[config.mk]
export PLATFORM = sky130hd
export DESIGN_NAME = logic_unit_arbiter
export DESIGN_NICKNAME = d
export VERILOG_FILES = /design/src/rtl/logic_unit_arbiter.sv
export SDC_FILE = /design/constraint.sdc
export NUM_CORES = 1
export LEC_CHECK = 0
export CORE_UTILIZATION = 43
export DETAILED_ROUTE_END_ITERATION = 8
export GPL_TIMING_DRIVEN = 0
export PLACE_DENSITY_LB_ADDON = 0.08
export SETUP_SLACK_MARGIN = 0.5
export SYNTH_ARGS = -nofsm -noshare
export SYNTH_HDL_FRONTEND = slang
export SYNTH_SLANG_ARGS = --single-unit
[constraint.sdc]
create_clock -name clk -period 2.6 [get_ports clk]
set_clock_uncertainty 0.1 [all_clocks]
set_input_delay 0.39 -clock clk [delete_from_list [all_inputs] [get_ports clk]]
set_output_delay 0.39 -clock clk [all_outputs]
set_load 0.05 [all_outputs]
[src/rtl/logic_unit_arbiter.sv]
// rtl/logic_unit_arbiter.sv - two-requester arbiter sharing one bitwise logic unit
// Single response slot; alternating priority after every grant.
module logic_unit_arbiter #(
  parameter int WIDTH = 32
) (
  input  logic             clk,
  input  logic             rst_n,
  input  logic             req0_valid,
  input  logic             req1_valid,
  output logic             req0_ready,
  output logic             req1_ready,
  input  logic [WIDTH-1:0] req0_a,
  input  logic [WIDTH-1:0] req0_b,
  input  logic [WIDTH-1:0] req1_a,
  input  logic [WIDTH-1:0] req1_b,
  input  logic [1:0]       req0_op,
  input  logic [1:0]       req1_op,
  output logic             resp_valid,
  input  logic             resp_ready,
  output logic [WIDTH-1:0] resp_data,
  output logic             resp_id,
  output logic             prio
);

  typedef enum logic {
    IDLE,
    HOLD
  } state_t;

  state_t           state;
  state_t           state_next;
  logic             slot_free;
  logic             grant0;
  logic             grant1;
  logic             grant_any;
  logic [WIDTH-1:0] op_a;
  logic [WIDTH-1:0] op_b;
  logic [1:0]       op_sel;
  logic [WIDTH-1:0] result;

  always_comb begin
    slot_free  = (state == IDLE) || resp_ready;
    grant0     = 1'b0;
    grant1     = 1'b0;
    // Gating on rst_n keeps both readys low throughout reset.
    if (rst_n && slot_free) begin
      if (req0_valid && (!req1_valid || !prio)) begin
        grant0 = 1'b1;
      end else if (req1_valid) begin
        grant1 = 1'b1;
      end
    end
    grant_any  = grant0 | grant1;

    op_a   = grant1 ? req1_a  : req0_a;
    op_b   = grant1 ? req1_b  : req0_b;
    op_sel = grant1 ? req1_op : req0_op;
    case (op_sel)
      2'b00:   result = op_a & op_b;
      2'b01:   result = op_a | op_b;
      2'b10:   result = op_a ^ op_b;
      default: result = ~(op_a | op_b);
    endcase

    state_next = state;
    if (grant_any) begin
      state_next = HOLD;
    end else if ((state == HOLD) && resp_ready) begin
      state_next = IDLE;
    end
  end

  always_ff @(posedge clk) begin
    if (!rst_n) begin
      state     <= IDLE;
      resp_data <= '0;
      resp_id   <= 1'b0;
      prio      <= 1'b0;
    end else begin
      state <= state_next;
      if (grant_any) begin
        resp_data <= result;
        resp_id   <= grant1;
        prio      <= ~grant1;
      end
    end
  end

  assign req0_ready = grant0;
  assign req1_ready = grant1;
  assign resp_valid = (state == HOLD);

endmodule

==> metrics.md <==
| Metric | Value |
|---|---|
| Clock Latency Late Sink | 0.29 ns |
| RSZ-0062 raised after global routing | true |
| Average wire per standard cell | 16.7 µm |
| Maximum vdd drop | 0.236 mV |
| GP Congestion | 0.791 |
| Syn nets | 604 |
| Vias in the first global route | 3,759 |
| First-pass iteration count of the detailed router | 4 |
| Nets | 800 |
| CP startpoint kind | flip-flop |
| First-pass GRT wire length | 18,400 µm |
| DRC viols | 0 |
| Final WS setup | 0.454 ns |
| Hpwl dp | 8450 µm |
| IO Port Bufs | 172 |
| Pin count of the biggest net entering global routing | 12 |
| Via Count | 3,667 |
| Tcrit/Tclk final | 82.5% |
| Slew Viols, Final | 0 |
| Commonest non-fill, non-tap cell in the layout | clkdlybuf4s50_1 |
| DR vias/cell | 5.18 |
| Routed WL | 11,800 µm |
| GRT overflow | 0 |
| All-Layer GR Usage | 24.0% |
| Synth warn | 0 |
| Final min period | 2.15 ns |
| H-tree depth | 2 |
| Rel. slew slack | 63.0% |
| Worst Path Arrival | 2.21 ns |
| Setup TNS | 0 ns |
| Initial antenna violation count | 0 |
| CTS Buf Count | 5 |
| Pre-CTS WS | -0.383 ns |
| Slew @ Worst Pin | 0.553 ns |
| Outcome | completed |
| DIE AREA | 9480 µm² |
| Synth-to-layout area growth | 72.2% |
| Initial drt markers | 76 |
| CORE AREA | 8760 µm² |
| Post-synth cell types | 23 |
| Die Height | 97.4 µm |
| Die width | 97.4 µm |
| Max-cap violations | 0 |
| CTS tree | yes |
| Worst endpoint required time | 2.67 ns |
| Pwr Total | 2.39 mW |
| Synth Cell Area | 3910 µm² |
| Row cnt | 34 |
| Pwr dens | 355 nW/µm² |
| Worst Hold Class | primary input to flip-flop |
| Register clock-pin slew on the reported worst setup and hold paths | 0.08 ns |
| Fmax | 466 MHz |
| Syn avg cell area | 9.71 µm² |
| Ant diodes | 0 |
| Antenna viol nets, final | 0 |
| CTS Root Cell | clkbuf_8 |
| P_leak | 3.05 nW |
| Post-synthesis sequential area ratio | 17.9% |
| CP Max Fanout | 5 |
| Clk buf depth | 2 |
| Final setup violation count | 0 |
| Commonest non-fill, non-tap cells in the layout | clkdlybuf4s50_1 (167), ha_1 (63), inv_1 (62) |
| Layout fillers | 556 |
| Final hold violations | 0 |
| Cell count after synthesis | 403 |
| Layout cells sized above 1 | 24.0% |
| Io pins | 174 |
| Clk sink count | 35 |
| CP Capture Type | flip-flop |
| Seq cells post-synth | 35 |
| Worst setup path class | flip-flop to flip-flop |
| Initial Util | 44.6% |
| CTS Hold Bufs | 0 |
-- per-stage QoR --
stage / instance area (µm²) / cells / utilization [%] / hold slack (ns)
after floorplan: 3930 / 403 / - / 0.446
final: 6740 / 708 / 76.9 / 0.300
after global placement: 5790 / 683 / 66.1 / 0.354
after global routing: 6740 / 708 / 76.9 / 0.315
after detailed placement: 5790 / 683 / 66.1 / 0.369
after CTS: 6460 / 705 / 73.8 / 0.300
-- Yosys cell counts --
cell type / instances / area share (%)
mux2i_1: 98 / 25
inv_1: 65 / 6.2
ha_1: 64 / 20
dfxtp_1: 35 / 18
o21ai_0: 33 / 4.2
xnor2_1: 32 / 7.2
a221oi_2: 30 / 12
buf_2: 14 / 1.8
clkbuf_1: 7 / 0.67
buf_6: 4 / 1.2
buf_4: 3 / 0.58
nand2_1: 3 / 0.29
a21boi_0: 2 / 0.38
a221oi_1: 2 / 0.45
and2_1: 2 / 0.32
nor2_1: 2 / 0.19
a21oi_1: 1 / 0.13
and3_1: 1 / 0.16
inv_2: 1 / 0.096
nand2b_2: 1 / 0.22
nand3_1: 1 / 0.13
o2111ai_4: 1 / 0.67
o21a_1: 1 / 0.19
-- kinds of logic after synthesis --
logic type | synth area share (%)
muxes | 25.1
buffers and inverters | 10.5
AOI/OAI and AO/OA | 17.6
adders and majority gates | 20.5
DFF | 17.9
xor gates and xnor gates | 7.16
and+or+nand+nor | 1.31
-- per-layer routing --
layer  vias up  wire [µm]  GRT usage [%]
met5         -          0              0
met4         0        207           5.09
met3        17        728           5.32
met2       125       6080           45.2
met1      1727       4780           27.5
li1       1798          -              -
-- registers in the layout, summed over array words and instances, names as in the netlist --
register / flops
resp_valid: 1
prio: 1
resp_id: 1
resp_data: 32
-- critical path, cell delays in order (launching register included) --
cell       delay (ns)
dfxtp_4          0.36
o2111ai_4        0.26
buf_6            0.17
buf_16           0.13
buf_12           0.13
mux2i_2          0.24
inv_1            0.09
ha_1             0.29
mux2i_1          0.17
a221oi_2         0.07
-- report_power, final --
group          total, mW  leakage, nW  internal [mW]  switching, mW
combinational       1.36         2.71          0.677          0.683
clock              0.413       0.0455          0.189          0.225
sequential         0.618        0.291          0.589         0.0297
-- cell type report --
class / count / area, µm² / share of cell area (%)
plain buffers: 28 / 319 / 4.73
clock buffers: 6 / 72.6 / 1.08
clock inverters: 2 / 11.3 / 0.167
inverters: 66 / 248 / 3.68
multi-input cells: 274 / 3280 / 48.7
flip-flops and latches: 35 / 708 / 10.5
well taps: 108 / 135 / 2.01
repair buffers: 189 / 1960 / 29.1
-- worst paths after layout --
check,start,to,slack [ns],cells after the start
worst max register to register,prio$_SDFFE_PN0P_,resp_data[26]$_SDFFE_PN0P_,0.45,9
worst min-delay path,req0_valid,prio$_SDFFE_PN0P_,0.30,3
worst max-delay path,prio$_SDFFE_PN0P_,resp_data[26]$_SDFFE_PN0P_,0.45,9
worst min register to register,resp_id$_SDFFE_PN0P_,resp_id$_SDFFE_PN0P_,0.38,2
-- timing repair --
action	CTS	global route
buffers inserted	10	2
setup endpoints to repair	34	33
pin swaps	6	0
gates resized for setup	100	54
cloned	4	1
hold endpoints to repair	0	0
Note: power is estimated with default switching activity, not from simulation.
==> RTL edit (same settings) <==
`WIDTH`: 32 -> 40.
--- a/src/rtl/logic_unit_arbiter.sv
+++ b/src/rtl/logic_unit_arbiter.sv
@@ -1,7 +1,7 @@
 // rtl/logic_unit_arbiter.sv - two-requester arbiter sharing one bitwise logic unit
 // Single response slot; alternating priority after every grant.
 module logic_unit_arbiter #(
-  parameter int WIDTH = 32
+  parameter int WIDTH = 40
 ) (
   input  logic             clk,
   input  logic             rst_n,
Interface: changed (5 resized); port bits go from 174 to 214. No check against the original RTL was run, so the function may have changed too.
==> RTL edit against the unedited design <==
- total power grew 35%
- sequential share of layout area decreased by 0.77 points
- first-iteration DRC count up 93%
- setup slack worse by 0.10 ns
- fmax is 4.5% lower
- synthesized area up 24%
- sequential cell count increased by 8
- wire length grew 33%
- cell area rose by 32%
- critical path type unchanged
==> RTL edit: results (changes against the unedited design) <==
| Metric | Value |
|---|---|
| Outcome | complete, no violations |
| CTS resizes | 153 (+53%) |
| Max FFs per register | 40 (+25%) |
| 1st-iter DRT viols | 147 (+93%) |
| Sequential cell area fraction in the yosys report | 17.77% (-0.14 points) |
| Post-synth top cells | mux2i_1 (122), inv_1 (81), ha_1 (80) |
| Post-cts hold buffer count | 0 (unchanged) |
| Max VDD drop | 0.2500 mV (+5.7%) |
| Post-DP HPWL | 10.60 mm (+25%) |
| Nets | 992 (+24%) |
| # Post-CTS Setup Buffers | 11 (+1) |
| Cell count after synthesis | 498 (+24%) |
| Post-DR wirelength/cell | 17.72 µm (+6.3%) |
| Routed wl met3 | 1.138 mm (+56%) |
| Top sig layer | met4 |
| Fillers | 642 (+15%) |
| Crit Path Max Fanout | 7 (+2) |
| Max power group | combinational cells |
| Leakage power | 3.860 nW (+27%) |
| Setup WS pre-CTS | -0.5288 ns (-0.1454 ns) |
| Total routed wirelength | 15.66 mm (+33%) |
| Synthesis Warnings | 0 (unchanged) |
| Slowest cell delay on critical path | 0.36 ns (about the same) |
| Largest net degree at the start of global routing | 14 (+2) |
| Num CTS Buffers | 5 (unchanged) |
| Crit path max-delay family | buffers and inverters |
| Syn_nets | 747 (+24%) |
| Worst-skew pair later-pin latency | 0.31 ns (+0.02 ns) |
| Total track usage | 24.76% (+0.74 points) |
| Clock network fraction of total power | 20.1% (+2.8 points) |
| Gpl congestion | 0.8138 (+2.9%) |
| Vias in the first global route | 4,691 (+25%) |
| Via count | 4,626 (+26%) |
| R2r setup slk | 0.35 ns (-0.10 ns) |
| CTS clock-pin slew for the worst setup and hold paths | 0.10 ns (+0.02 ns) |
| Combinational share of power | 56.3% (-0.6 points) |
| Placed cells | 851 (+25%) |
| WHS | 0.3044 ns (+0.004213 ns) |
| Met1 WL | 5.901 mm (+23%) |
| H-Tree Depth | 2 (unchanged) |
| Max Clk Rate | 0.4449 GHz (-4.5%) |
| Arrival @ worst endpoint | 2.34 ns (+0.13 ns) |
| Largest cells by area after synthesis | mux2i_1 (25%), ha_1 (21%), dfxtp_1 (18%) |
| Met2 wire length | 8.266 mm (+36%) |
| Main flop type after synthesis | dfxtp_1 |
| Buffers on Ports | 213 (+24%) |
| Worst Max-Slew Pin Slew | 0.5524 ns (-0.0009747 ns) |
| First-pass GRT wire length | 22.51 mm (+22%) |
| Antenna diodes | 0 (unchanged) |
| Share of cells above drive strength 1 | 29.17% (+5.2 points) |
| TNS Setup | 0 ns (unchanged) |
| Post-synthesis cell type count | 22 (-4.3%) |
| Sw Share | 37.24% (-2.0 points) |
RTL edit: changes by cell type in the layout (fill, tap and decap cells not counted), moves of 9 or more:
cell             before  now
clkdlybuf4s50_1     167  206
inv_2                 4   23
a221oi_2             31   40
mux2i_4              29   61
RTL edit: routing by layer:
layer,global-route usage (%),vias up
met1,27.33,2192
met5,0,-
met4,7.730,0
li1,-,2234
met3,5.606,33
met2,46.50,167
RTL edit: area by class of cell:
class | count | area (µm²) | area share (%)
Timing Repair Buffer | 238 | 2590 | 29.04
Clock inverter | 2 | 60.06 | 0.6733
Multi-Input combinational cell | 338 | 4436 | 49.73
Inverter | 82 | 307.8 | 3.451
Buffer | 35 | 410.4 | 4.601
Sequential cell | 43 | 868.3 | 9.735
Clock buffer | 6 | 72.57 | 0.8136
Tap cell | 140 | 175.2 | 1.964
RTL edit: path summary, 6_finish.rpt:
| kind | startpoint | to | cells past startpoint |
|---|---|---|---|
| setup / recovery | prio | resp_data[5] | 10 |
| hold / removal | req0_valid | prio | 3 |
| setup reg to reg | prio | resp_data[5] | 10 |
| hold reg to reg | resp_id | resp_id | 2 |
RTL edit: metrics by stage:
stage | instance area, µm² | total power, mW
after floorplan | 4890 | 1.655
after global placement | 7197 | 2.149
after detailed placement | 7197 | 2.191
after CTS | 8292 | 3.055
after global routing | 8920 | 3.377
final | 8920 | 3.226
RTL edit: cells by family (layout without fill, tap and decap cells):
| family | Yosys count | count (layout) | share of synthesized area, % |
|---|---|---|---|
| XOR/XNOR | 40 | 40 | 7.233 |
| AND/OR/NAND/NOR | 10 | 10 | 1.008 |
| adder cells (fa/ha/maj) | 80 | 80 | 20.67 |
| flip-flops | 43 | 43 | 17.77 |
| multiplexers | 122 | 122 | 25.21 |
| buffers and inverters | 117 | 363 | 10.59 |
| AO/OA/AOI/OAI | 86 | 86 | 17.51 |
